[config.mk]
export PLATFORM = sky130hd
export DESIGN_NAME = seq_mul_operand_gen_flat
export DESIGN_NICKNAME = d
export VERILOG_FILES = /design/src/rtl/seq_mul_operand_gen_if.sv /design/src/rtl/seq_mul_operand_gen.sv /design/src/flat_wrapper.sv
export SDC_FILE = /design/constraint.sdc
export NUM_CORES = 1
export LEC_CHECK = 0
export ABC_AREA = 1
export BUFFER_PORTS_ARGS = -buffer_cell sky130_fd_sc_hd__buf_2
export CAP_MARGIN = 20
export CORE_UTILIZATION = 23
export DETAILED_ROUTE_END_ITERATION = 10
export PLACE_DENSITY_LB_ADDON = 0.2
export REMOVE_ABC_BUFFERS = 1
export SYNTH_ARGS = -nofsm -noshare
export SYNTH_HDL_FRONTEND = slang
export SYNTH_SLANG_ARGS = --single-unit
[constraint.sdc]
create_clock -name clk -period 3.2 [get_ports clk]
set_clock_uncertainty 0.2 [all_clocks]
set_input_delay 0.16 -clock clk [delete_from_list [all_inputs] [get_ports clk]]
set_output_delay 0.16 -clock clk [all_outputs]
set_load 0.05 [all_outputs]
[src/rtl/seq_mul_operand_gen_if.sv]
// Operand-generator handshake bundle: job input (X, Y, C) and the adder-facing
// operand output (A = X*Y, B = C), plus the busy status.
interface seq_mul_operand_gen_if #(
    parameter int XW = 26,
    parameter int YW = 15,
    parameter int CW = 15
);
    localparam int PW = XW + YW;

    logic          in_valid;
    logic          in_ready;
    logic [XW-1:0] in_x;
    logic [YW-1:0] in_y;
    logic [CW-1:0] in_c;
    logic          out_valid;
    logic          out_ready;
    logic [PW-1:0] op_a;
    logic [CW-1:0] op_b;
    logic          busy;

    // master: job source and adder stage; slave: the multiplier block
    modport master (
        output in_valid, in_x, in_y, in_c, out_ready,
        input  in_ready, out_valid, op_a, op_b, busy
    );

    modport slave (
        input  in_valid, in_x, in_y, in_c, out_ready,
        output in_ready, out_valid, op_a, op_b, busy
    );
endinterface

[src/rtl/seq_mul_operand_gen.sv]
// Iterative shift-add multiplier feeding the 41+15-bit adder with A = X*Y, B = C.
// Optional SEQ_MUL_EARLY_TERM_EN ends the MUL phase once no multiplier bits remain.
//
// state | meaning
// IDLE  | ready for a new job (in_ready=1)
// MUL   | one multiplier bit per cycle, shift-add into acc
// OUT   | op_a/op_b presented with out_valid until the adder consumes them
module seq_mul_operand_gen #(
    parameter int XW = 26,
    parameter int YW = 15,
    parameter int CW = 15
) (
    input logic clk,
    input logic rst_n,
    seq_mul_operand_gen_if.slave bus
);
    localparam int PW   = XW + YW;
    localparam int CNTW = (YW > 1) ? $clog2(YW) : 1;
    localparam logic [CNTW-1:0] LAST = CNTW'(YW - 1);

    typedef enum logic [1:0] {
        IDLE = 2'd0,
        MUL  = 2'd1,
        OUT  = 2'd2
    } state_t;

    state_t          state, state_nxt;
    logic [PW-1:0]   acc;
    logic [PW-1:0]   x_sh;
    logic [YW-1:0]   y_sh;
    logic [CW-1:0]   c_reg;
    logic [CNTW-1:0] cnt;
    logic            mul_done;

`ifdef SEQ_MUL_EARLY_TERM_EN
    assign mul_done = (cnt == LAST) || ((y_sh >> 1) == '0);
`else
    assign mul_done = (cnt == LAST);
`endif

    always_ff @(posedge clk or negedge rst_n) begin
        if (!rst_n) begin
            state <= IDLE;
        end else begin
            state <= state_nxt;
        end
    end

    always_comb begin
        state_nxt = state;
        case (state)
            IDLE:    if (bus.in_valid)  state_nxt = MUL;
            MUL:     if (mul_done)      state_nxt = OUT;
            OUT:     if (bus.out_ready) state_nxt = IDLE;
            default:                    state_nxt = IDLE;
        endcase
    end

    always_ff @(posedge clk or negedge rst_n) begin
        if (!rst_n) begin
            acc   <= '0;
            x_sh  <= '0;
            y_sh  <= '0;
            c_reg <= '0;
            cnt   <= '0;
        end else begin
            case (state)
                IDLE: begin
                    if (bus.in_valid) begin
                        x_sh  <= {{YW{1'b0}}, bus.in_x};
                        y_sh  <= bus.in_y;
                        c_reg <= bus.in_c;
                        acc   <= '0;
                        cnt   <= '0;
                    end
                end
                MUL: begin
                    // acc cannot overflow: the final sum is bounded by X*Y < 2**PW
                    if (y_sh[0]) acc <= acc + x_sh;
                    x_sh <= x_sh << 1;
                    y_sh <= y_sh >> 1;
                    cnt  <= cnt + CNTW'(1);
                end
                default: ;
            endcase
        end
    end

    // op_a/op_b come straight from registers; acc is frozen in OUT and IDLE
    assign bus.op_a      = acc;
    assign bus.op_b      = c_reg;
    assign bus.in_ready  = (state == IDLE);
    assign bus.out_valid = (state == OUT);
    assign bus.busy      = (state != IDLE);
endmodule

[src/flat_wrapper.sv]
// flat-port wrapper written by rule: the top's interface ports become plain ports
module seq_mul_operand_gen_flat 
#(
    parameter int XW = 26,
    parameter int YW = 15,
    parameter int CW = 15
)
  (clk, rst_n, bus_in_valid, bus_in_x, bus_in_y, bus_in_c, bus_out_ready, bus_in_ready, bus_out_valid, bus_op_a, bus_op_b, bus_busy);
  seq_mul_operand_gen_if #(.XW(XW), .YW(YW), .CW(CW)) bus_i ();
  input logic clk;
  input logic rst_n;
  input wire logic [$bits(bus_i.in_valid)-1:0] bus_in_valid;
  input wire logic [$bits(bus_i.in_x)-1:0] bus_in_x;
  input wire logic [$bits(bus_i.in_y)-1:0] bus_in_y;
  input wire logic [$bits(bus_i.in_c)-1:0] bus_in_c;
  input wire logic [$bits(bus_i.out_ready)-1:0] bus_out_ready;
  output wire logic [$bits(bus_i.in_ready)-1:0] bus_in_ready;
  output wire logic [$bits(bus_i.out_valid)-1:0] bus_out_valid;
  output wire logic [$bits(bus_i.op_a)-1:0] bus_op_a;
  output wire logic [$bits(bus_i.op_b)-1:0] bus_op_b;
  output wire logic [$bits(bus_i.busy)-1:0] bus_busy;
  assign bus_i.in_valid = bus_in_valid;
  assign bus_i.in_x = bus_in_x;
  assign bus_i.in_y = bus_in_y;
  assign bus_i.in_c = bus_in_c;
  assign bus_i.out_ready = bus_out_ready;
  assign bus_in_ready = bus_i.in_ready;
  assign bus_out_valid = bus_i.out_valid;
  assign bus_op_a = bus_i.op_a;
  assign bus_op_b = bus_i.op_b;
  assign bus_busy = bus_i.busy;
  seq_mul_operand_gen #(.XW(XW), .YW(YW), .CW(CW)) u_core (.clk(clk), .rst_n(rst_n), .bus(bus_i));
endmodule
==> reports/metrics.csv, run 1 <==
stage,metric,value,unit
outcome,failing checks,design-rule violations,
detailed_routing,"antenna viol nets, final",0,
timing,crit path time final,2.586,ns
detailed_routing,Avg WL per Cell,15.04,µm
detailed_routing,Final Routed Wirelength,26.79,mm
layout,final std cells w/o fill,1781,
timing,Rel. slew slack,0.4378,
worst_hold_path,Hold WC Path Type,input port to async pin,
clock_tree,worst-skew pair later-pin latency,0.43,ns
floorplanning,I/O pins,119,
setup_path,WP data arrival,2.70,ns
setup_path,element type at the critical path end,flip-flop,
yosys,most instantiated cells after synthesis,"nand2_1, inv_1, dfrtp_1, nor2_1, nand3_1",
yosys,synthesized area per cell,7.085,µm²
run,Max Cap Viol,0,
timing,Worst-Margin Slew,0.8432,ns
yosys,synthesized flop and latch total,118,
timing,Setup-failing EPs final,0,
timing,Max Freq,386.7,MHz
clock_tree,Clock transition at path regs,0.06,ns
detailed_routing,DR vias,7670,
layout,area delta synth->final,28.63,%
timing,Final period util,0.8082,
yosys,Mapped Cells,1136,
layout,diodes inserted,0,
yosys,Post-synth EDFFs,0,
floorplanning,Starting Density,0.2336,
setup_path,Worst Path Max Fanout,4,
yosys,yosys warns,0,
yosys,"count leader, synth",nand2_1,
layout,area of the multi-input gates,4195,µm²
yosys,top post-synthesis cells by area,"dfrtp_1, nand2_1, inv_1",
global_routing,pin count of the biggest net entering global routing,76,
timing,fin. max-slew vios,0,
floorplanning,Row Count,68,
yosys,"Async S/R FF share, synth",1.000,
timing,setup ws final,0.6139,ns
setup_path,kind of critical path,flip-flop to flip-flop,
timing,RSZ-0062 raised after global routing,false,
global_routing,gr ovfl total,0,
clock_tree,Root Buffer Master,clkbuf_16,
floorplanning,die area,35750,µm²
placed_design,dpl cells,1689,
layout,Nets,1416,
timing,"Hold Vio Cnt, Final",0,
layout,FF+latch area,2953,µm²
placed_design,RePlAce Congestion,0.8928,
layout,final core utilization,0.3005,
clock_tree,H-Tree Depth,4,
detailed_routing,DRC Markers,2,
floorplanning,Core Area,34460,µm²
yosys,Mapped Area,8049,µm²
detailed_routing,Via density,4.307,
clock_tree,clock buffer count from CTS,17,
clock_tree,clock buffer depth,2,
yosys,sequential fraction of the synthesis area,0.3669,
yosys,share of the synthesized area in the top cell type,0.3669,
global_routing,GRT Resource Usage Total,0.1566,
detailed_routing,DR iter-0 viols,442,
layout,fillcell total,3806,
floorplanning,Die H,189.1,µm
clock_tree,CTS tree,done,
placed_design,Final HPWL DP,20.16,mm
global_routing,first-pass GRT wire length,43.84,mm
global_routing,initial antenna violation count,0,
placed_design,PortBufs,118,
clock_tree,clock sink count,118,
yosys,Yosys cell types,37,
clock_tree,postcts setup bufs,0,
detailed_routing,drt first pass iters,8,
setup_path,crit path launch type,flip-flop,
outcome,status,"finished, violations left",
placed_design,pre-CTS setup slack,0.6115,ns
setup_path,Worst EP required,3.31,ns
floorplanning,Die Wd,189.1,µm
yosys,Post-synth top flop,dfrtp_1,
layout,ratio of cells with drive above 1 in the final layout,0.1652,
yosys,dominant cell type by area after synthesis,dfrtp_1,
global_routing,number of global-route vias before repair,7873,
-- cell type report --
class | instances | share of cell area
tap | 455 | 0.05498
sequential | 118 | 0.2852
multi-input combinational | 795 | 0.4052
clock inverter | 13 | 0.01414
inverter | 192 | 0.06985
clock buffer | 19 | 0.04375
timing repair buffer | 189 | 0.1269
-- kinds of logic (layout without fill, tap and decap cells) --
family,after synthesis,after routing,synth area share
DFF,118,118,0.3669
adders and majority gates,43,43,0.06778
xor gates and xnor gates,6,6,0.006530
and+or+nand+nor,599,599,0.3128
AOI/OAI and AO/OA,147,147,0.1342
buffers and inverters,223,413,0.1119
-- sequential cells by signal (all words and copies together) (netlist names) --
register	cells
u_core.x_sh	41
u_core.bus.op_b	15
u_core.cnt	4
u_core.state	2
u_core.bus.op_a	41
u_core.y_sh	15
-- stage by stage --
| stage | setup TNS [ns] | instance area, µm² | hold slack [ns] |
|---|---|---|---|
| global placement | 0 | 9154 | 0.1293 |
| global route | 0 | 10350 | 0.2537 |
| floorplan | -0.9425 | 7871 | -0.3356 |
| detailed placement | 0 | 9154 | 0.1186 |
| CTS | 0 | 10350 | 0.2202 |
| finish | 0 | 10350 | 0.1798 |
-- worst max-delay path: stages (launching register included) --
cell	delay [ns]
dfrtp_1	0.38
ha_1	0.23
inv_1	0.07
fa_1	0.40
inv_1	0.14
nand2_1	0.08
nand2_1	0.09
and2_1	0.21
nand3b_1	0.13
nand3_2	0.19
nand2_1	0.12
nand2_1	0.08
nand2_1	0.04
nand3_1	0.07
nand2_1	0.05
-- cells in the final DEF (no fill, tap or decap), types with 7 or more instances in the layout --
cell type      instances
o21ai_0               28
nor2_1                79
o21ai_1               15
a21oi_1               42
nor3_1                36
buf_4                  9
o22ai_1               15
nand3_1               50
inv_1                188
nand2_1              397
clkbuf_16             17
a221oi_2              26
ha_1                  42
dfrtp_1              118
buf_2                117
dlygate4sd3_1         60
a221oi_1               7
nor2_2                 9
-- timing repair --
| action | CTS | global route |
|---|---|---|
| gates resized for setup | 0 | 0 |
| hold buffers | 60 | 0 |
| endpoints found under the hold margin | 110 | 0 |
| endpoints found under the setup margin | 0 | 0 |
-- metal layers --
layer  share of wire  track usage  vias to the layer above
li1                -            -                     3976
met1            0.50       0.2177                     3534
met2            0.45       0.2517                      146
met3           0.043      0.02780                       14
met4          0.0062      0.03443                        0
met5               0            0                        -
-- final timing paths --
check	start	endpoint	slack, ns	depth (start not counted)
setup / recovery	u_core.bus.op_a[0]	u_core.bus.op_a[36]	0.61	14
hold / removal	rst_n	u_core.x_sh[36]	0.18	2
setup reg to reg	u_core.bus.op_a[0]	u_core.bus.op_a[36]	0.61	14
hold reg to reg	u_core.bus.op_b[5]	u_core.bus.op_b[5]	0.28	2
max in group asynchronous	rst_n	u_core.y_sh[14]	1.77	3
min in group clk	bus_out_ready	u_core.state[1]	0.25	3
Power of run 1 is left out: the tool's default activity adds up to more than one toggle a clock period on the data nets, which glitch-free logic cannot reach.
==> run 2, diff against run 1 <==
Settings changed: ABC_AREA 1 to 0.
Clock period 3.2 ns to 2.6 ns, I/O delays scaled along.
==> reports/metrics.csv, run 2 <==
stage,metric,value,unit,change
outcome,failing checks,negative setup slack,,
yosys,Post-synth top flop,dfrtp_1,,
yosys,synthesized flop and latch total,118,,unchanged
floorplanning,Starting Density,0.2357,,+0.002127
setup_path,Worst Path Max Fanout,2,,-2
detailed_routing,DR iter-0 viols,330,,-25%
layout,fillcell total,3125,,-18%
timing,Max Freq,337.7,MHz,-13%
timing,RSZ-0062 raised after global routing,true,,
outcome,status,"finished, violations left",,
layout,area delta synth->final,56.14,%,
detailed_routing,Via density,4.442,,+3.1%
timing,setup ws final,-0.3613,ns,-0.9751 ns
clock_tree,clock sink count,118,,unchanged
detailed_routing,Avg WL per Cell,14.21,µm,-5.5%
setup_path,element type at the critical path end,flip-flop,,
yosys,Mapped Cells,848,,-25%
layout,Nets,1290,,-8.9%
setup_path,Worst EP required,2.71,ns,-0.60 ns
placed_design,pre-CTS setup slack,-0.7538,ns,-1.365 ns
yosys,yosys warns,0,,unchanged
global_routing,number of global-route vias before repair,7452,,-5.3%
floorplanning,Row Count,63,,-7.4%
clock_tree,Clock transition at path regs,0.06,ns,about the same
floorplanning,die area,31400,µm²,-12%
setup_path,reg2reg start,u_core.x_sh[22],,
layout,ratio of cells with drive above 1 in the final layout,0.3467,,+0.1815
yosys,Post-synth EDFFs,0,,unchanged
clock_tree,clock buffer count from CTS,17,,unchanged
yosys,Yosys cell types,56,,+51%
yosys,sequential fraction of the synthesis area,0.4182,,+0.05136
timing,fin. max-slew vios,0,,unchanged
detailed_routing,DRC Markers,0,,-2
clock_tree,clock buffer depth,2,,unchanged
global_routing,gr ovfl total,0,,unchanged
worst_hold_path,Hold WC Path Type,input port to flip-flop,,
global_routing,GRT Resource Usage Total,0.1501,,-0.006544
yosys,most instantiated cells after synthesis,"nand2_1, dfrtp_1, o21ai_0, nor2_1",,
worst_hold_path,worst hold start,bus_in_valid,,
layout,"commonest cells after routing, fill and taps aside","nand2_1, buf_4, dfrtp_1, buf_2, nor2_1",,
placed_design,Placement Cell Area,9328,µm²,+1.9%
placed_design,RePlAce Congestion,0.8240,,-7.7%
yosys,dominant cell type by area after synthesis,dfrtp_1,,
yosys,synthesized area per cell,8.326,µm²,+18%
layout,diodes inserted,0,,unchanged
layout,FF+latch area,2953,µm²,unchanged
timing,Final period util,1.139,,+0.3308
layout,design area,11020,µm²,+6.5%
detailed_routing,drt first pass iters,5,,-3
clock_tree,CTS tree,done,,
yosys,Mapped Area,7061,µm²,-12%
layout,"most common cell after layout, fill and taps aside",nand2_1,,
floorplanning,Die H,177.2,µm,-6.3%
clock_tree,Root Buffer Master,clkbuf_16,,
timing,Rel. slew slack,0.4703,,+0.03241
placed_design,PortBufs,118,,unchanged
global_routing,first-pass GRT wire length,37.32,mm,-15%
setup_path,CP Launch Point,u_core.x_sh[22],,
detailed_routing,DR vias,7062,,-7.9%
clock_tree,H-Tree Depth,4,,unchanged
setup_path,kind of critical path,flip-flop to flip-flop,,
timing,"Hold Vio Cnt, Final",0,,unchanged
timing,crit path time final,2.961,ns,+0.3751 ns
yosys,top post-synthesis cells by area,"dfrtp_1, nand2_1, ha_1",,
placed_design,Final HPWL DP,16.40,mm,-19%
clock_tree,worst-skew pair later-pin latency,0.43,ns,about the same
run,Max Cap Viol,0,,unchanged
timing,Setup-failing EPs final,15,,+15
yosys,"count leader, synth",nand2_1,,
floorplanning,Core Area,29950,µm²,-13%
detailed_routing,"antenna viol nets, final",0,,unchanged
layout,area of the multi-input gates,4255,µm²,+1.4%
timing,Worst-Margin Slew,0.7874,ns,-0.05587 ns
global_routing,pin count of the biggest net entering global routing,74,,-2.6%
global_routing,initial antenna violation count,0,,unchanged
setup_path,WP data arrival,3.08,ns,+0.38 ns
yosys,"Async S/R FF share, synth",1.000,,unchanged
floorplanning,Die Wd,177.2,µm,-6.3%
yosys,share of the synthesized area in the top cell type,0.4182,,+0.05136
setup_path,crit path launch type,flip-flop,,
floorplanning,I/O pins,119,,unchanged
detailed_routing,Final Routed Wirelength,22.60,mm,-16%
==> run 2: logic make-up after synthesis <==
group | after synthesis | share of synthesized area
XOR/XNOR | 33 | 0.04094
AO/OA/AOI/OAI | 237 | 0.2141
multiplexers | 1 | 0.001418
buffers and inverters | 67 | 0.04129
adder cells (fa/ha/maj) | 43 | 0.07726
AND/OR/NAND/NOR | 349 | 0.2068
flip-flops | 118 | 0.4182
==> run 2: timing repair <==
action	in CTS	in global routing
pin swaps	25	28
endpoints found under the hold margin	175	0
resized for setup	79	29
hold buffers	59	0
setup endpoints to repair	24	25
buffers inserted	7	6
==> run 2: final cells by class <==
| cell class | count | area share |
|---|---|---|
| Inverter | 16 | 0.005448 |
| Multi-Input combinational cell | 663 | 0.3860 |
| Clock buffer | 18 | 0.03893 |
| Timing Repair Buffer | 371 | 0.2448 |
| Sequential cell | 118 | 0.2678 |
| Clock inverter | 14 | 0.01271 |
| Tap cell | 390 | 0.04426 |
==> run 2: per-stage QoR <==
step                      std cells  hold slack [ns]  TNS, ns  utilization
final                          1590          0.05935   -2.314       0.3680
after global routing           1590          0.09334   -5.253       0.3680
after CTS                      1585          0.06979   -2.976       0.3632
after detailed placement       1488          -0.1987   -8.698       0.3114
after global placement         1488          -0.1958   -7.875       0.3114
after floorplan                 797          -0.3656   -90.72            -
==> run 2: worst paths after layout <==
check | cells past startpoint | slack (ns) | end
max | 10 | -0.36 | u_core.bus.op_a[40]
min | 3 | 0.06 | u_core.state[0]
max reg2reg | 10 | -0.36 | u_core.bus.op_a[40]
min reg2reg | 2 | 0.27 | u_core.bus.op_b[0]
max in group asynchronous | 3 | 1.18 | u_core.bus.op_a[27]
min in group asynchronous | 3 | 0.07 | u_core.x_sh[33]
==> run 2: worst max-delay path: stages (launching register included) <==
cell and delay [ns]:
dfrtp_1 0.40, ha_2 0.21, a2111oi_4 0.33, o21ai_1 0.13
a221o_1 0.39, a2111oi_4 0.25, a21oi_2 0.14, a2111oi_4 0.35
xnor2_1 0.18, o21bai_1 0.08, a22o_2 0.20
==> run 2: layer usage <==
metal  up-vias  wire length (µm)  track usage  part of all wire
met5         -                 0            0                 0
met4         0               316      0.05136             0.014
met3        21               798      0.02814             0.035
met2       119             10650       0.2485              0.47
met1      3286             10840       0.1943              0.48
li1       3636                 -            -                 -
Power of run 2 is left out for the same reason.
==> run 3, diff against run 2 <==
Settings changed: PLACE_DENSITY_LB_ADDON 0.2 to 0.1.
==> reports/metrics.csv, run 3 (same netlist as run 2, synthesis figures left out) <==
stage,metric,value,unit,change
detailed_routing,DRC Markers,0,,unchanged
floorplanning,die area,31400,µm²,unchanged
floorplanning,Core Area,29950,µm²,unchanged
layout,ratio of cells with drive above 1 in the final layout,0.3588,,+0.01218
setup_path,WP data arrival,3.12,ns,+0.04 ns
setup_path,kind of critical path,flip-flop to flip-flop,,
layout,Nets,1305,,+1.2%
placed_design,Final HPWL DP,16.67,mm,+1.6%
layout,"commonest cells after routing, fill and taps aside","nand2_1, buf_4, dfrtp_1, buf_2, nor2_1",,
layout,fillcell total,3157,,+1.0%
setup_path,"most used cell, CP",a2111oi_4,,
timing,Worst-Margin Slew,0.5993,ns,-0.1880 ns
placed_design,dpl cells,1493,,+0.34%
layout,diodes inserted,0,,unchanged
worst_hold_path,Hold WC Path Type,input port to async pin,,
detailed_routing,Final Routed Wirelength,23.45,mm,+3.8%
clock_tree,clock buffer depth,2,,unchanged
timing,Final period util,1.154,,+0.01462
setup_path,CP Cell Sequence,ha_4 -> a2111oi_4 -> o21ai_1 -> a221o_1 -> a2111oi_4 -> a21oi_2 -> a2111oi_4 -> xnor2_2 -> o21bai_1 -> a22o_2,,
detailed_routing,drt first pass iters,5,,unchanged
detailed_routing,Via density,4.477,,+0.80%
global_routing,first-pass GRT wire length,39.19,mm,+5.0%
setup_path,Worst EP required,2.73,ns,+0.02 ns
placed_design,pre-CTS setup slack,-0.7738,ns,-0.02000 ns
clock_tree,Clock transition at path regs,0.06,ns,about the same
clock_tree,clock sink count,118,,unchanged
setup_path,CP bufs+invs,0,,unchanged
timing,fin. max-slew vios,0,,unchanged
layout,area delta synth->final,60.43,%,
clock_tree,H-Tree Depth,4,,unchanged
global_routing,pin count of the biggest net entering global routing,74,,unchanged
clock_tree,clock buffer count from CTS,17,,unchanged
setup_path,element type at the critical path end,flip-flop,,
global_routing,GRT Resource Usage Total,0.1594,,+0.009342
floorplanning,Die Wd,177.2,µm,unchanged
placed_design,PortBufs,118,,unchanged
timing,setup ws final,-0.3993,ns,-0.03800 ns
outcome,status,"finished, violations left",,
timing,crit path time final,2.999,ns,+0.03800 ns
clock_tree,worst-skew pair later-pin latency,0.44,ns,about the same
clock_tree,CTS tree,done,,
timing,"Hold Vio Cnt, Final",0,,unchanged
layout,final std cells w/o fill,1605,,+0.94%
setup_path,Slowest cell on crit path,dfrtp_1,,
placed_design,RePlAce Congestion,0.7830,,-5.0%
timing,RSZ-0062 raised after global routing,true,,
detailed_routing,Avg WL per Cell,14.61,µm,+2.8%
timing,worst hold margin,0.02878,ns,-0.03057 ns
setup_path,Crit path max-delay family,compound AO/OA/AOI/OAI gates,,
timing,Max Freq,333.4,MHz,-1.3%
layout,final core utilization,0.3782,,+0.01011
run,Max Cap Viol,0,,unchanged
global_routing,gr ovfl total,0,,unchanged
global_routing,initial antenna violation count,0,,unchanged
setup_path,Worst Path Max Fanout,2,,unchanged
setup_path,crit path launch type,flip-flop,,
floorplanning,Row Count,63,,unchanged
detailed_routing,DR vias,7186,,+1.8%
detailed_routing,DR iter-0 viols,299,,-9.4%
layout,"most common cell after layout, fill and taps aside",nand2_1,,
floorplanning,Die H,177.2,µm,unchanged
outcome,failing checks,negative setup slack,,
timing,Rel. slew slack,0.6004,,+0.1302
setup_path,"slowest stage delay, CP",0.41,ns,about the same
floorplanning,Starting Density,0.2357,,unchanged
global_routing,number of global-route vias before repair,7627,,+2.3%
timing,Setup-failing EPs final,16,,+1
floorplanning,I/O pins,119,,unchanged
clock_tree,Root Buffer Master,clkbuf_16,,
detailed_routing,"antenna viol nets, final",0,,unchanged
## run 3: worst paths after layout
check	startpoint	to	slack, ns	cells past startpoint
min in group clk	bus_in_y[14]	u_core.y_sh[14]	0.22	4
hold / removal	rst_n	u_core.x_sh[12]	0.03	2
hold reg to reg	u_core.bus.op_b[2]	u_core.bus.op_b[2]	0.27	2
setup / recovery	u_core.x_sh[23]	u_core.bus.op_a[40]	-0.40	10
max in group asynchronous	rst_n	u_core.y_sh[10]	1.55	3
setup reg to reg	u_core.x_sh[23]	u_core.bus.op_a[40]	-0.40	10
## run 3: final cells by class
cell class	count	area (µm²)	area share
Clock inverter	11	147.6	0.01303
Timing Repair Buffer	386	2875	0.2538
Inverter	16	60.06	0.005302
Clock buffer	21	480.5	0.04242
Tap cell	390	488.0	0.04308
Sequential cell	118	2953	0.2607
Multi-Input combinational cell	663	4323	0.3816
## run 3: per-layer routing
metal | part of all wire | GRT usage | up-vias
li1 | - | - | 3664
met1 | 0.49 | 0.2104 | 3404
met2 | 0.46 | 0.2614 | 105
met3 | 0.037 | 0.03372 | 13
met4 | 0.0093 | 0.04310 | 0
met5 | 0 | 0 | -
## run 3: what timing repair did
action,CTS,global route
buffers inserted,7,15
hold buffers,59,0
setup endpoints to repair,24,23
hold endpoints to repair,176,0
pin swaps,33,35
gates resized for setup,81,34
## run 3: stage by stage
step | setup TNS (ns) | instance area (µm²)
after floorplan | -90.72 | 6829
after global placement | -8.878 | 9407
after detailed placement | -10.07 | 9407
after CTS | -2.649 | 11080
after global routing | -5.663 | 11330
final | -2.198 | 11330
Power of run 3 is left out for the same reason.
